## src/rtl/spi_slave_regif.sv

```systemverilog
// SPI mode-0 responder: oversampled SCK/CS_N/MOSI, {rw,addr} command byte, register-bus strobes, MISO readback.
// Build with SPI_SLAVE_ADDR_INC_EN defined to auto-increment the register address after every data byte.
module spi_slave_regif #(
  parameter int ADDR_W      = 7,
  parameter int DATA_W      = 8,
  parameter int SYNC_STAGES = 2
) (
  input  logic              i_clk,
  input  logic              i_rst_n,
  input  logic              i_sck,
  input  logic              i_cs_n,
  input  logic              i_mosi,
  output logic              o_miso,
  output logic              o_miso_oe,
  output logic [ADDR_W-1:0] o_reg_addr,
  output logic [DATA_W-1:0] o_reg_wdata,
  output logic              o_reg_we,
  output logic              o_reg_re,
  input  logic [DATA_W-1:0] i_reg_rdata,
  output logic              o_busy
);
  localparam int CNT_W = $clog2(DATA_W);

  typedef enum logic [2:0] {IDLE, CMD, RLOAD, RDATA, WDATA} state_t;

  state_t state_q, state_d;
  logic [SYNC_STAGES-1:0] sck_sync_q, sck_sync_d;
  logic [SYNC_STAGES-1:0] cs_sync_q, cs_sync_d;
  logic [SYNC_STAGES-1:0] mosi_sync_q, mosi_sync_d;
  logic                   sck_prev_q, sck_prev_d;
  logic                   cs_prev_q, cs_prev_d;
  logic [CNT_W-1:0]       bit_cnt_q, bit_cnt_d;
  logic [DATA_W-1:0]      rx_q, rx_d;
  logic [DATA_W-1:0]      tx_q, tx_d;
  logic                   oe_q, oe_d;
  logic [ADDR_W-1:0]      addr_q, addr_d;
  logic [DATA_W-1:0]      wdata_q, wdata_d;
  logic                   we_q, we_d;
  logic                   re_q, re_d;

  logic              sck_s, cs_n_s, mosi_s;
  logic              sck_rise, sck_fall, cs_fall, byte_done;
  logic [DATA_W-1:0] rx_byte;

  assign sck_s     = sck_sync_q[SYNC_STAGES-1];
  assign cs_n_s    = cs_sync_q[SYNC_STAGES-1];
  assign mosi_s    = mosi_sync_q[SYNC_STAGES-1];
  assign sck_rise  = sck_s & ~sck_prev_q;
  assign sck_fall  = ~sck_s & sck_prev_q;
  assign cs_fall   = ~cs_n_s & cs_prev_q;
  assign byte_done = sck_rise && (bit_cnt_q == CNT_W'(DATA_W - 1));
  assign rx_byte   = {rx_q[DATA_W-2:0], mosi_s};

  always_ff @(posedge i_clk or negedge i_rst_n) begin
    if (!i_rst_n) begin
      state_q     <= IDLE;
      sck_sync_q  <= '0;
      cs_sync_q   <= '1;
      mosi_sync_q <= '0;
      sck_prev_q  <= 1'b0;
      cs_prev_q   <= 1'b1;
      bit_cnt_q   <= '0;
      rx_q        <= '0;
      tx_q        <= '0;
      oe_q        <= 1'b0;
      addr_q      <= '0;
      wdata_q     <= '0;
      we_q        <= 1'b0;
      re_q        <= 1'b0;
    end else begin
      state_q     <= state_d;
      sck_sync_q  <= sck_sync_d;
      cs_sync_q   <= cs_sync_d;
      mosi_sync_q <= mosi_sync_d;
      sck_prev_q  <= sck_prev_d;
      cs_prev_q   <= cs_prev_d;
      bit_cnt_q   <= bit_cnt_d;
      rx_q        <= rx_d;
      tx_q        <= tx_d;
      oe_q        <= oe_d;
      addr_q      <= addr_d;
      wdata_q     <= wdata_d;
      we_q        <= we_d;
      re_q        <= re_d;
    end
  end

  // A read request waits one cycle in CMD/RDATA so RLOAD lands when i_reg_rdata is valid.
  always_comb begin
    state_d = state_q;
    case (state_q)
      IDLE:    if (cs_fall) state_d = CMD;
      CMD: begin
        if (re_q) state_d = RLOAD;
        else if (byte_done && !rx_byte[DATA_W-1]) state_d = WDATA;
      end
      RLOAD:   state_d = RDATA;
      RDATA:   if (re_q) state_d = RLOAD;
      WDATA:   state_d = WDATA;
      default: state_d = IDLE;
    endcase
    if (state_q != IDLE && cs_n_s) state_d = IDLE;
  end

  always_comb begin
    sck_sync_d  = {sck_sync_q[SYNC_STAGES-2:0], i_sck};
    cs_sync_d   = {cs_sync_q[SYNC_STAGES-2:0], i_cs_n};
    mosi_sync_d = {mosi_sync_q[SYNC_STAGES-2:0], i_mosi};
    sck_prev_d  = sck_s;
    cs_prev_d   = cs_n_s;
    rx_d        = sck_rise ? rx_byte : rx_q;
    bit_cnt_d   = bit_cnt_q;
    if (cs_n_s)        bit_cnt_d = '0;
    else if (byte_done) bit_cnt_d = '0;
    else if (sck_rise) bit_cnt_d = bit_cnt_q + CNT_W'(1);

    tx_d    = tx_q;
    oe_d    = oe_q;
    addr_d  = addr_q;
    wdata_d = wdata_q;
    we_d    = 1'b0;
    re_d    = 1'b0;
    case (state_q)
      CMD: begin
        if (byte_done) begin
          addr_d = rx_byte[ADDR_W-1:0];
          re_d   = rx_byte[DATA_W-1];
        end
      end
      RLOAD: begin
        tx_d = i_reg_rdata;
        oe_d = 1'b1;
      end
      RDATA: begin
        // The fall at count 0 follows a byte boundary; the reload already presents the new MSB.
        if (sck_fall && bit_cnt_q != '0) tx_d = {tx_q[DATA_W-2:0], 1'b0};
        if (byte_done) begin
          re_d = 1'b1;
`ifdef SPI_SLAVE_ADDR_INC_EN
          addr_d = addr_q + ADDR_W'(1);
`endif
        end
      end
      WDATA: begin
        if (byte_done) begin
          we_d    = 1'b1;
          wdata_d = rx_byte;
        end
      end
      default: ;
    endcase
`ifdef SPI_SLAVE_ADDR_INC_EN
    if (we_q) addr_d = addr_q + ADDR_W'(1);
`endif
    if (state_d == IDLE) begin
      tx_d = '0;
      oe_d = 1'b0;
    end
  end

  always_comb begin
    o_busy      = (state_q != IDLE);
    o_miso      = tx_q[DATA_W-1];
    o_miso_oe   = oe_q;
    o_reg_addr  = addr_q;
    o_reg_wdata = wdata_q;
    o_reg_we    = we_q;
    o_reg_re    = re_q;
  end

endmodule

```

## config.mk

```make
export PLATFORM = sky130hd
export DESIGN_NAME = spi_slave_regif
export DESIGN_NICKNAME = d
export VERILOG_FILES = /design/src/rtl/spi_slave_regif.sv
export SDC_FILE = /design/constraint.sdc
export NUM_CORES = 1
export LEC_CHECK = 0
export ABC_AREA = 1
export BUFFER_PORTS_ARGS = -buffer_cell sky130_fd_sc_hd__buf_2
export CAP_MARGIN = 5
export CELL_PAD_IN_SITES_DETAIL_PLACEMENT = 1
export CELL_PAD_IN_SITES_GLOBAL_PLACEMENT = 1
export CORE_MARGIN = 2
export CORE_UTILIZATION = 45
export DETAILED_ROUTE_END_ITERATION = 10
export PLACE_DENSITY = 0.92
export SLEW_MARGIN = 20
export SYNTH_ARGS = -nofsm -noshare
export SYNTH_HDL_FRONTEND = slang
export SYNTH_SLANG_ARGS = --single-unit
```

## constraint.sdc

```tcl
create_clock -name i_clk -period 2.4 [get_ports i_clk]
set_input_delay 0 -clock i_clk [delete_from_list [all_inputs] [get_ports i_clk]]
set_output_delay 0 -clock i_clk [all_outputs]
set_load 0.03 [all_outputs]
```

==> reports/qor.log, run 1 <==
INFO  critical_path  critical_path_required=2.63ns
INFO  timing         min_period_over_period=0.757
INFO  layout         antenna-diode-count=0
INFO  critical_path  endpoint_kind=register
INFO  route          post_drt_via_cell_ratio=4.85
INFO  synthesis      seq_total_area_yosys=0.580
INFO  hold_path      worst_hold_path_type=in -> reg
INFO  timing         slew_headroom=0.613
INFO  global_routing grt_first_pass_wirelength=7.32mm
INFO  synthesis      yosysWarnings=0
INFO  pwr            totalPowerFinal=1.64mW
INFO  timing         finalSetupViolations=0
INFO  clock_tree     cts_buffers=5
INFO  route          drt.antenna.violating_nets=0
INFO  timing         worst-slew-pin-transition=0.581ns
INFO  hold_path      hold_path_depth=5
INFO  critical_path  timing.setup.critical_path_class=reg -> reg
INFO  synthesis      synth.cell_area=0.00203mm2
INFO  synthesis      syn-num-nets=235
INFO  floorplanning  overall_die_area=0.00507mm2
INFO  synthesis      yosys.cell_types.count=20
INFO  route          postRouteWirelength=4.21mm
INFO  floorplanning  start_util=0.467
INFO  global_routing grt_util_all_layers=0.188
INFO  floorplanning  row_count=24
INFO  synthesis      synth_cells=219
INFO  flow_run       max-cap-violations=0
INFO  global_routing grt_start_max_net_pins=48
INFO  outcome        run_status=finished, final reports clean
INFO  critical_path  crit_buf_inv=1
INFO  layout         area_growth_syn_to_layout=15.9%
INFO  clock_tree     cts_num_sinks=47
INFO  clock_tree     path_clk_slew=0.08ns
INFO  route          dr.pass1.iters=4
INFO  placement      dpl-instance-area=0.00221mm2
INFO  layout         fin_area=0.00236mm2
INFO  pwr            cellLeakagePower=1.31nW
INFO  critical_path  critical_path_peak_fanout=15
INFO  placement      dp_wirelength=3.03mm
INFO  placement      cell_count_after_placement=298
INFO  critical_path  path_cells=ha_1, ha_1, nand3_1, nor2_2, inv_1, nand2_1, o21ai_2
INFO  route          drt_iter0_markers=86
INFO  floorplanning  die_width=71.2um
INFO  route          wl_per_cell=13.6um
INFO  layout         post_route_cells_drive_above_1_share=0.264
INFO  synthesis      synth.largest_area_cell=sky130_fd_sc_hd__dfrtp_1
INFO  clock_tree     clk_path_buf_depth=2
INFO  layout         number_of_standard_cells_in_the_final_layout_excluding_fillers=310
INFO  route          vias=1505
INFO  pwr            irDropWorstVdd=0.403mV
INFO  critical_path  kind_of_start_point_of_the_critical_path=register
INFO  timing         post-route-min-period=1.82ns
INFO  synthesis      synth_seq_cells=47
INFO  clock_tree     ctsRootBufferMaster=sky130_fd_sc_hd__clkbuf_8
INFO  synthesis      syn_avg_cell_area=9.28um2
INFO  floorplanning  die_y_extent=71.2um
INFO  timing         final.setup.tns=0ns
INFO  timing         report.final.slew_viol_count=0
INFO  timing         max_freq=550MHz
INFO  floorplanning  boundaryPins=33
INFO  layout         final.fill_count=519
INFO  pwr            power-per-cell-area=694mW/mm2
INFO  synthesis      yosys-top-cells-area=sky130_fd_sc_hd__dfrtp_1 54%, sky130_fd_sc_hd__nand2_1 11%, sky130_fd_sc_hd__inv_1 6.6%, sky130_fd_sc_hd__o21ai_2 6.0%, sky130_fd_sc_hd__o21ai_0 5.2%
INFO  synthesis      synth_top_cell_area_share=0.542
INFO  global_routing grt.overflow.total=0
INFO  placement      place.gp.congestion=0.773
INFO  global_routing antenna_found_initial=0
INFO  critical_path  timing.critical_path.slowest_stage_cell=sky130_fd_sc_hd__dfrtp_1
INFO  placement      port_buffers=32
INFO  clock_tree     cts_htree_levels=2
INFO  floorplanning  coreArea=0.00435mm2
INFO  critical_path  timing.critical_path.max_delay_family=flip-flops
INFO  critical_path  cp_common_cell=sky130_fd_sc_hd__ha_1
INFO  timing         post_route_skew=0.00522ns
INFO  critical_path  critPathMaxStageDelay=0.42ns
INFO  layout         multi_input_logic_area=662um2
INFO  layout         design.final.nets=273
INFO  clock_tree     post_cts.repair.setup_buffers=0
INFO  critical_path  number_of_cell_instances_on_the_worst_register_to_register_path=7
INFO  clock_tree     clkLatencyLatePin=0.30ns
INFO  route          drt_drc_violations_left=0
INFO  layout         sequential_cell_area=0.00118mm2
INFO  clock_tree     cts_tree=yes
INFO  critical_path  worst-endpoint-arrival=2.04ns
INFO  global_routing first_global_vias=1590
INFO  timing         hold_violations=0
INFO  critical_path  crit_cells=7
INFO  timing         setup_repair_after_global_routing_missed_its_margin=false
[cell families after synthesis]
logic type	synth area share
AO/OA/AOI/OAI	0.127
adder cells (fa/ha/maj)	0.0185
buffers and inverters	0.0942
flip-flops	0.580
AND/OR/NAND/NOR	0.180
[flip-flops by register name (all words and copies together) (netlist names), 3 cells and up]
name / flops
o_reg_wdata: 8
rx_q: 7
o_reg_addr: 7
state_q: 3
tx_q: 8
bit_cnt_q: 3
[power by group]
part | internal (mW) | leakage [nW] | switching [mW] | total, mW
registers | 0.840 | 0.625 | 0.0409 | 0.881
logic | 0.0711 | 0.630 | 0.166 | 0.237
clock network | 0.262 | 0.0505 | 0.255 | 0.517
total | 1.17 | 1.31 | 0.462 | 1.64
[cells in the final DEF (no fill, tap or decap), types with 4 or more instances in the layout]
cell,n
sky130_fd_sc_hd__o21ai_2,14
sky130_fd_sc_hd__dfrtp_1,44
sky130_fd_sc_hd__nor2_1,6
sky130_fd_sc_hd__nand3_1,6
sky130_fd_sc_hd__buf_2,31
sky130_fd_sc_hd__nand2_1,61
sky130_fd_sc_hd__clkbuf_8,7
sky130_fd_sc_hd__o21ai_0,21
sky130_fd_sc_hd__inv_1,36
sky130_fd_sc_hd__o21ai_1,4
sky130_fd_sc_hd__dlygate4sd3_1,4
[through the flow]
step	worst slack, ns	util	hold slack, ns
floorplan	0.838	-	-0.296
global placement	0.729	0.507	0.106
detailed placement	0.594	0.507	0.109
CTS	0.574	0.541	0.0540
global route	0.436	0.541	0.0843
finish	0.583	0.541	0.0493
[area by class of cell]
cell class                 instances  share of cell area
inverter                          38              0.0605
multi-input combinational        129               0.281
timing repair buffer              36              0.0860
tap                               52              0.0276
clock inverter                     1             0.00319
clock buffer                       7              0.0409
sequential                        47               0.501
[synth_stat cells, drive strengths merged]
| library cell | instances |
|---|---|
| nand3 | 8 |
| inv | 38 |
| or3 | 1 |
| buf | 4 |
| dfrtp | 44 |
| nor2 | 9 |
| nand2 | 64 |
| clkbuf | 1 |
| a21oi | 2 |
| dfstp | 3 |
| ha | 3 |
| nor3 | 2 |
| o21ai | 39 |
| nand4 | 1 |
[worst reg2reg max path, delay by kind of cell, from the launching register on]
kind / cells / cell delay, ns
AO/OA/AOI/OAI: 1 / 0.09
flip-flops: 1 / 0.42
AND/OR/NAND/NOR: 3 / 0.41
adder cells (fa/ha/maj): 2 / 0.40
buffers and inverters: 1 / 0.41
[per-layer routing]
metal | vias to the layer above | wire length (um) | track usage
li1 | 749 | - | -
met1 | 729 | 1910 | 0.248
met2 | 20 | 2100 | 0.307
met3 | 7 | 140 | 0.0464
met4 | 0 | 63 | 0.0650
met5 | - | 0 | 0
[path summary, 6_finish.rpt]
check	to	start	slack, ns
setup / recovery	o_reg_wdata[6]	bit_cnt_q[0]	0.58
hold / removal	tx_q[0]	i_reg_rdata[0]	0.05
setup reg to reg	o_reg_wdata[6]	bit_cnt_q[0]	0.58
hold reg to reg	sck_sync_q[1]	sck_sync_q[0]	0.36
max in group asynchronous	tx_q[2]	i_rst_n	1.76
min in group asynchronous	o_reg_addr[4]	i_rst_n	0.24
[repair_timing]
action	CTS	global route
hold buffers	4	0
hold endpoints to repair	47	0
gates resized for setup	0	0
Note: power is estimated with default switching activity, not from simulation.
==> run 2: changes to the inputs <==
--- a/config.mk
+++ b/config.mk
@@ -11,9 +11,9 @@
 export CELL_PAD_IN_SITES_DETAIL_PLACEMENT = 1
 export CELL_PAD_IN_SITES_GLOBAL_PLACEMENT = 1
 export CORE_MARGIN = 2
-export CORE_UTILIZATION = 45
+export CORE_UTILIZATION = 42
 export DETAILED_ROUTE_END_ITERATION = 10
-export PLACE_DENSITY = 0.92
+export PLACE_DENSITY = 0.87
 export SLEW_MARGIN = 20
 export SYNTH_ARGS = -nofsm -noshare
 export SYNTH_HDL_FRONTEND = slang
==> constraint.sdc (replaced) <==
create_clock -name i_clk -period 1.8 [get_ports i_clk]
set_input_delay 0 -clock i_clk [delete_from_list [all_inputs] [get_ports i_clk]]
set_output_delay 0 -clock i_clk [all_outputs]
set_load 0.03 [all_outputs]
==> run 2 against run 1 <==
Against the previous run: cell count rose by 1.6%; register-to-register slack worse by 0.39 ns; die area increased by 6.7%; clock power is 51% higher; flip-flop and latch count did not move; critical path depth rose by 3; utilization fell by 2.6 points; critical endpoint is now tx_q[0].
==> reports/qor.log, run 2 (synthesis results as in run 1) <==
INFO  clock_tree     ctsRootBufferMaster=sky130_fd_sc_hd__clkbuf_8 [unchanged]
INFO  critical_path  number_of_cell_instances_on_the_worst_register_to_register_path=10 [was 7]
INFO  clock_tree     cts_num_sinks=47 [unchanged]
INFO  critical_path  critical_path_required=2.00ns [was 2.63 ns]
INFO  hold_path      hold_path_depth=5 [unchanged]
INFO  timing         setup_repair_after_global_routing_missed_its_margin=false [unchanged]
INFO  flow_run       max-cap-violations=0 [unchanged]
INFO  route          m1WireLength=2.08mm [was 1.91 mm]
INFO  layout         fin_area=0.00242mm2 [was 0.00236 mm2]
INFO  timing         finalSetupViolations=0 [unchanged]
INFO  route          dr.pass1.iters=4 [unchanged]
INFO  pwr            comb_power_share=0.155 [was 0.145]
INFO  global_routing grt.overflow.total=0 [unchanged]
INFO  placement      dp_wirelength=3.12mm [was 3.03 mm]
INFO  route          met3RoutedLength=126um [was 140 um]
INFO  pwr            totalPowerFinal=2.31mW [was 1.64 mW]
INFO  critical_path  timing.setup.critical_path_class=reg -> reg [unchanged]
INFO  pwr            internal-power=1.65mW [was 1.17 mW]
INFO  pwr            netSwitchingFraction=0.287 [was 0.283]
INFO  timing         hold_violations=0 [unchanged]
INFO  layout         number_of_standard_cells_in_the_final_layout_excluding_fillers=315 [was 310]
INFO  timing         min_period_over_period=0.894 [was 0.757]
INFO  global_routing grt_first_pass_wirelength=7.93mm [was 7.32 mm]
INFO  floorplanning  die_width=73.6um [was 71.2 um]
INFO  placement      dpl-instance-area=0.00222mm2 [was 0.00221 mm2]
INFO  layout         layout_common_cells=61 x sky130_fd_sc_hd__nand2_1, 44 x sky130_fd_sc_hd__dfrtp_1, 35 x sky130_fd_sc_hd__inv_1, 32 x sky130_fd_sc_hd__buf_2, 21 x sky130_fd_sc_hd__o21ai_0 [was 61 x sky130_fd_sc_hd__nand2_1, 44 x sky130_fd_sc_hd__dfrtp_1, 36 x sky130_fd_sc_hd__inv_1, 31 x sky130_fd_sc_hd__buf_2, 21 x sky130_fd_sc_hd__o21ai_0]
INFO  timing         worst_hold_slack=0.0653ns [was 0.0493 ns]
INFO  layout         final.fill_count=563 [was 519]
INFO  floorplanning  coreArea=0.00469mm2 [was 0.00435 mm2]
INFO  outcome        run_status=finished, final reports clean [unchanged]
INFO  critical_path  crit-reg2reg-capture=tx_q[0] [was o_reg_wdata[6]]
INFO  hold_path      hp-start=i_reg_rdata[0] [unchanged]
INFO  clock_tree     cts_htree_levels=2 [unchanged]
INFO  global_routing grt_start_max_net_pins=48 [unchanged]
INFO  clock_tree     clk_path_buf_depth=2 [unchanged]
INFO  clock_tree     path_clk_slew=0.08ns [about the same]
INFO  hold_path      min_delay_worst_endpoint=tx_q[0] [unchanged]
INFO  timing         post_route_skew=0.00841ns [was 0.00522 ns]
INFO  placement      cell_count_after_placement=301 [was 298]
INFO  critical_path  critical_path_peak_fanout=9 [was 15]
INFO  timing         report.final.slew_viol_count=0 [unchanged]
INFO  layout         layout_commonest_cell=sky130_fd_sc_hd__nand2_1 [unchanged]
INFO  route          postRouteWirelength=4.62mm [was 4.21 mm]
INFO  layout         post_route_cells_drive_above_1_share=0.280 [was 0.264]
INFO  route          vias=1528 [was 1505]
INFO  pwr            cellLeakagePower=1.33nW [was 1.31 nW]
INFO  pwr            seq_power_share=0.508 [was 0.539]
INFO  critical_path  worst-endpoint-arrival=1.81ns [was 2.04 ns]
INFO  global_routing first_global_vias=1624 [was 1590]
INFO  floorplanning  row_count=25 [was 24]
INFO  hold_path      worst_hold_path_type=in -> reg [unchanged]
INFO  layout         design.final.nets=276 [was 273]
INFO  route          drt_drc_violations_left=0 [unchanged]
INFO  placement      place.gp.congestion=0.860 [was 0.773]
INFO  layout         area_growth_syn_to_layout=18.8% [was 15.9%]
INFO  timing         max_freq=622MHz [was 550 MHz]
INFO  pwr            irDropWorstVdd=0.507mV [was 0.403 mV]
INFO  pwr            p_clk_frac=0.337 [was 0.316]
INFO  route          wl_per_cell=14.7um [was 13.6 um]
INFO  layout         antenna-diode-count=0 [unchanged]
INFO  pwr            power-per-cell-area=957mW/mm2 [was 694 mW/mm2]
INFO  clock_tree     cts_buffers=5 [unchanged]
INFO  floorplanning  boundaryPins=33 [unchanged]
INFO  critical_path  critical_r2r_launch=bit_cnt_q[0] [unchanged]
INFO  route          dr.max_layer_used=met4 [unchanged]
INFO  route          detailroute.wirelength.met2=2.33mm [was 2.10 mm]
INFO  timing         slew_headroom=0.608 [was 0.613]
INFO  placement      port_buffers=32 [unchanged]
INFO  global_routing grt_util_all_layers=0.196 [was 0.188]
INFO  floorplanning  die_y_extent=73.6um [was 71.2 um]
INFO  floorplanning  start_util=0.433 [was 0.467]
INFO  clock_tree     cts_tree=yes [unchanged]
INFO  critical_path  kind_of_start_point_of_the_critical_path=register [unchanged]
INFO  critical_path  r2r_setup_slack=0.19ns [was 0.58 ns]
INFO  timing         post-route-min-period=1.61ns [was 1.82 ns]
INFO  clock_tree     clkLatencyLatePin=0.31ns [was 0.30 ns]
INFO  route          drt_iter0_markers=77 [was 86]
INFO  global_routing antenna_found_initial=0 [unchanged]
INFO  pwr            power.switching=0.664mW [was 0.462 mW]
INFO  floorplanning  overall_die_area=0.00541mm2 [was 0.00507 mm2]
INFO  route          post_drt_via_cell_ratio=4.85 [about the same]
INFO  route          drt.antenna.violating_nets=0 [unchanged]
INFO  critical_path  endpoint_kind=register [unchanged]
INFO  timing         worst-slew-pin-transition=0.588ns [was 0.581 ns]
==> run 2: worst max-delay path: stages (launching register included) <==
cell and delay [ns]:
sky130_fd_sc_hd__dfrtp_1 0.39, sky130_fd_sc_hd__ha_1 0.21, sky130_fd_sc_hd__ha_1 0.20, sky130_fd_sc_hd__nand3_2 0.13, sky130_fd_sc_hd__nor2_1 0.06, sky130_fd_sc_hd__nand2_1 0.05, sky130_fd_sc_hd__nand2_1 0.04, sky130_fd_sc_hd__nand2_1 0.11
sky130_fd_sc_hd__nand3_4 0.15, sky130_fd_sc_hd__nand2_1 0.11, sky130_fd_sc_hd__inv_1 0.05
==> run 2: power groups by stage <==
| stage | logic [mW] | registers, mW | clock network (mW) |
|---|---|---|---|
| after global routing | 0.417 | 1.18 | 0.840 |
| after detailed placement | 0.318 | 1.20 | 0 |
| after floorplan | 0.214 | 1.18 | 0 |
| final | 0.358 | 1.17 | 0.779 |
| after CTS | 0.340 | 1.18 | 0.798 |
| after global placement | 0.304 | 1.19 | 0 |
==> run 2: through the flow <==
step	TNS (ns)	worst slack (ns)	utilization
floorplan	0	0.238	-
global placement	0	0.101	0.473
detailed placement	-0.000990	-0.000990	0.473
CTS	0	0.0334	0.512
global route	0	0.0543	0.515
finish	0	0.191	0.515
==> run 2: layer usage <==
layer | vias up | track usage
met1 | 745 | 0.263
met4 | 0 | 0.0606
met5 | - | 0
met2 | 18 | 0.314
met3 | 6 | 0.0494
li1 | 759 | -
==> run 2: worst max-delay path by stage <==
stage / startpoint / endpoint / slack (ns) / depth (start not counted)
floorplan: bit_cnt_q[0] / o_reg_addr[4] / 0.24 / 7
global placement: bit_cnt_q[0] / o_reg_wdata[4] / 0.10 / 7
detailed placement: bit_cnt_q[0] / o_reg_wdata[0] / -0.001 / 7
CTS: bit_cnt_q[0] / tx_q[0] / 0.03 / 9
global route: bit_cnt_q[0] / tx_q[7] / 0.05 / 10
finish: bit_cnt_q[0] / tx_q[0] / 0.19 / 10
==> run 2: timing repair <==
action	in CTS	in global routing
buffers inserted	1	1
hold endpoints to repair	47	0
gates resized for setup	2	1
hold buffers	4	0
endpoints found under the setup margin	9	21
==> run 2: cell type report <==
| type | instances | area (um2) | share of cell area |
|---|---|---|---|
| clock buffer | 5 | 68.8 | 0.0285 |
| timing repair buffer | 39 | 235 | 0.0974 |
| multi-input combinational | 129 | 674 | 0.279 |
| inverter | 38 | 146 | 0.0606 |
| sequential | 47 | 1180 | 0.488 |
| tap | 54 | 67.6 | 0.0280 |
| clock inverter | 3 | 43.8 | 0.0181 |
==> run 3: changes to the inputs <==
--- a/config.mk
+++ b/config.mk
@@ -13,6 +13,7 @@
 export CORE_MARGIN = 2
 export CORE_UTILIZATION = 42
 export DETAILED_ROUTE_END_ITERATION = 10
+export HOLD_SLACK_MARGIN = 0.05
 export PLACE_DENSITY = 0.87
 export SLEW_MARGIN = 20
 export SYNTH_ARGS = -nofsm -noshare
==> constraint.sdc (replaced) <==
create_clock -name i_clk -period 1.8 [get_ports i_clk]
set_input_delay 0.09 -clock i_clk [delete_from_list [all_inputs] [get_ports i_clk]]
set_output_delay 0.09 -clock i_clk [all_outputs]
set_load 0.03 [all_outputs]
==> run 3 against run 2 <==
Against the previous run: routed wire length grew 5.3%; cell count is the same; fmax shrank 5.8%; sequential share of layout area is the same; clock skew shrank 0.0020 ns; clock-buffer cell count grew 1; die area is the same; non-clock buffer count shrank 1; via count grew 5.2%; worst hold slack gained 0.086 ns; utilization is the same; critical path depth is the same; critical path type unchanged; largest cell class unchanged; largest power group unchanged.
==> reports/qor.log, run 3 (synthesis results as in run 1) <==
INFO  outcome        run_status=finished, final reports clean [unchanged]
INFO  placement      place.gp.congestion=0.837 [was 0.860]
INFO  clock_tree     cts_num_sinks=47 [unchanged]
INFO  floorplanning  coreArea=0.00469mm2 [unchanged]
INFO  route          wl_per_cell=15.4um [was 14.7 um]
INFO  critical_path  critical_path_required=2.00ns [about the same]
INFO  pwr            comb_power_share=0.181 [was 0.155]
INFO  flow_run       max-cap-violations=0 [unchanged]
INFO  critical_path  timing.critical_path.max_delay_family=simple AND/OR/NAND/NOR gates [unchanged]
INFO  pwr            internal-power=1.52mW [was 1.65 mW]
INFO  global_routing grt_util_all_layers=0.201 [was 0.196]
INFO  clock_tree     cts_htree_levels=2 [unchanged]
INFO  route          dr.pass1.iters=4 [unchanged]
INFO  clock_tree     cts_tree=yes [unchanged]
INFO  critical_path  timing.setup.critical_path_class=reg -> reg [unchanged]
INFO  global_routing antenna_found_initial=0 [unchanged]
INFO  critical_path  timing.critical_path.slowest_stage_cell=sky130_fd_sc_hd__dfrtp_1 [unchanged]
INFO  timing         worst-slew-pin-transition=0.783ns [was 0.588 ns]
INFO  clock_tree     cts_buffers=5 [unchanged]
INFO  route          vias=1607 [was 1528]
INFO  critical_path  crit_path_end=tx_q[6] [was tx_q[0]]
INFO  pwr            cellLeakagePower=1.33nW [about the same]
INFO  timing         report.final.slew_viol_count=0 [unchanged]
INFO  critical_path  worst-endpoint-arrival=1.90ns [was 1.81 ns]
INFO  layout         post_route_cells_drive_above_1_share=0.284 [was 0.280]
INFO  route          drt.antenna.violating_nets=0 [unchanged]
INFO  timing         finalSetupViolations=0 [unchanged]
INFO  pwr            p_clk_frac=0.284 [was 0.337]
INFO  hold_path      worst_hold_path_type=in -> reg [unchanged]
INFO  timing         post-route-min-period=1.71ns [was 1.61 ns]
INFO  timing         max_freq=585MHz [was 622 MHz]
INFO  clock_tree     clkLatencyLatePin=0.30ns [was 0.31 ns]
INFO  route          postRouteWirelength=4.86mm [was 4.62 mm]
INFO  critical_path  critPathMaxStageDelay=0.42ns [was 0.39 ns]
INFO  timing         worst_hold_slack=0.151ns [was 0.0653 ns]
INFO  floorplanning  boundaryPins=33 [unchanged]
INFO  global_routing grt_start_max_net_pins=26 [was 48]
INFO  critical_path  cp_common_cell=sky130_fd_sc_hd__nand2_1 [unchanged]
INFO  critical_path  number_of_cell_instances_on_the_worst_register_to_register_path=10 [unchanged]
INFO  route          post_drt_via_cell_ratio=5.10 [was 4.85]
INFO  critical_path  r2r_setup_slack=0.09ns [was 0.19 ns]
INFO  pwr            power.switching=0.688mW [was 0.664 mW]
INFO  clock_tree     path_clk_slew=0.09ns [was 0.08 ns]
INFO  critical_path  crit_buf_inv=1 [unchanged]
INFO  route          drt_iter0_markers=51 [was 77]
INFO  timing         hold_violations=0 [unchanged]
INFO  timing         min_period_over_period=0.949 [was 0.894]
INFO  floorplanning  overall_die_area=0.00541mm2 [unchanged]
INFO  floorplanning  row_count=25 [unchanged]
INFO  critical_path  kind_of_start_point_of_the_critical_path=register [unchanged]
INFO  placement      port_buffers=32 [unchanged]
INFO  clock_tree     clk_path_buf_depth=2 [unchanged]
INFO  route          drt_drc_violations_left=0 [unchanged]
INFO  layout         final.fill_count=562 [was 563]
INFO  pwr            irDropWorstVdd=0.557mV [was 0.507 mV]
INFO  floorplanning  die_y_extent=73.6um [unchanged]
INFO  global_routing grt_first_pass_wirelength=7.91mm [was 7.93 mm]
INFO  critical_path  path_cells=ha_1, ha_1, nand3_2, nor2_1, nand2_1, nand2_1, nand2_2, nand3_4, nand2_1, inv_1 [was ha_1, ha_1, nand3_2, nor2_1, nand2_1, nand2_1, nand2_1, nand3_4, nand2_1, inv_1]
INFO  layout         layout_commonest_cell=sky130_fd_sc_hd__nand2_1 [unchanged]
INFO  timing         slew_headroom=0.472 [was 0.608]
INFO  clock_tree     ctsRootBufferMaster=sky130_fd_sc_hd__clkbuf_8 [unchanged]
INFO  critical_path  critical_r2r_launch=bit_cnt_q[0] [unchanged]
INFO  pwr            totalPowerFinal=2.21mW [was 2.31 mW]
INFO  critical_path  critical_path_origin=bit_cnt_q[0] [unchanged]
INFO  critical_path  crit-reg2reg-capture=tx_q[6] [was tx_q[0]]
INFO  global_routing grt.overflow.total=0 [unchanged]
INFO  global_routing first_global_vias=1631 [was 1624]
INFO  floorplanning  die_width=73.6um [unchanged]
INFO  layout         layout_common_cells=59 x sky130_fd_sc_hd__nand2_1, 44 x sky130_fd_sc_hd__dfrtp_1, 35 x sky130_fd_sc_hd__inv_1, 32 x sky130_fd_sc_hd__buf_2, 20 x sky130_fd_sc_hd__o21ai_0 [was 61 x sky130_fd_sc_hd__nand2_1, 44 x sky130_fd_sc_hd__dfrtp_1, 35 x sky130_fd_sc_hd__inv_1, 32 x sky130_fd_sc_hd__buf_2, 21 x sky130_fd_sc_hd__o21ai_0]
INFO  layout         area_growth_syn_to_layout=18.8% [unchanged]
INFO  pwr            seq_power_share=0.534 [was 0.508]
INFO  layout         design.final.nets=276 [unchanged]
INFO  critical_path  critical_path_peak_fanout=5 [was 9]
INFO  critical_path  crit_cells=10 [unchanged]
INFO  pwr            netSwitchingFraction=0.312 [was 0.287]
INFO  critical_path  endpoint_kind=register [unchanged]
INFO  layout         antenna-diode-count=0 [unchanged]
INFO  placement      dp_wirelength=3.35mm [was 3.12 mm]
INFO  timing         post_route_skew=0.00643ns [was 0.00841 ns]
INFO  floorplanning  start_util=0.433 [unchanged]
INFO  pwr            power-per-cell-area=914mW/mm2 [was 957 mW/mm2]
-- run 3: per-layer routing --
| layer | track usage | vias to the layer above | wire length, um |
|---|---|---|---|
| met5 | 0 | - | 0 |
| met4 | 0.0889 | 0 | 117 |
| met1 | 0.262 | 815 | 2110 |
| li1 | - | 763 | - |
| met2 | 0.320 | 22 | 2500 |
| met3 | 0.0453 | 7 | 132 |
-- run 3: area by class of cell --
type,instances,area (um2),area share
tap,54,67.6,0.0280
timing repair buffer,38,240,0.0994
clock buffer,6,72.6,0.0300
inverter,38,146,0.0606
clock inverter,2,12.5,0.00518
multi-input combinational,130,697,0.288
sequential,47,1180,0.488
-- run 3: what timing repair did --
item | CTS | global route
hold buffers | 4 | 0
buffers inserted | 1 | 0
pin swaps | 0 | 1
setup endpoints to repair | 4 | 13
hold endpoints to repair | 24 | 0
cloned | 0 | 1
gates resized for setup | 1 | 6
-- run 3: power by group through the flow --
stage / logic (mW) / registers [mW] / clock network [mW]
floorplan: 0.214 / 1.18 / 0
global route: 0.450 / 1.19 / 0.683
detailed placement: 0.330 / 1.20 / 0
global placement: 0.308 / 1.19 / 0
CTS: 0.340 / 1.18 / 0.644
finish: 0.400 / 1.18 / 0.628
-- run 3: tightest hold or removal path, stage by stage --
cell	delay [ns]
sky130_fd_sc_hd__buf_2	0.08
sky130_fd_sc_hd__nand3_1	0.07
sky130_fd_sc_hd__o21ai_0	0.08
sky130_fd_sc_hd__nand2_1	0.06
sky130_fd_sc_hd__inv_1	0.04
-- run 3: through the flow --
step	cells	cell area, um2	util	setup slack [ns]	TNS, ns
final	315	2420	0.515	0.0920	0
after global routing	315	2420	0.515	-0.0220	-0.0349
after CTS	314	2380	0.507	0.0149	0
after detailed placement	301	2230	0.476	0.00222	0
after global placement	301	2230	0.476	0.0972	0
after floorplan	219	2030	-	0.238	0
-- run 3: worst min-delay path by stage --
stage | slack, ns | startpoint | cells after the start | to
after detailed placement | 0.11 | i_rst_n | 1 | o_reg_addr[4]
after global routing | 0.17 | i_reg_rdata[0] | 5 | tx_q[0]
after floorplan | -0.21 | i_rst_n | 0 | bit_cnt_q[0]
after global placement | 0.10 | i_rst_n | 1 | o_reg_addr[4]
after CTS | 0.13 | i_reg_rdata[0] | 5 | tx_q[0]
final | 0.15 | i_reg_rdata[0] | 5 | tx_q[0]
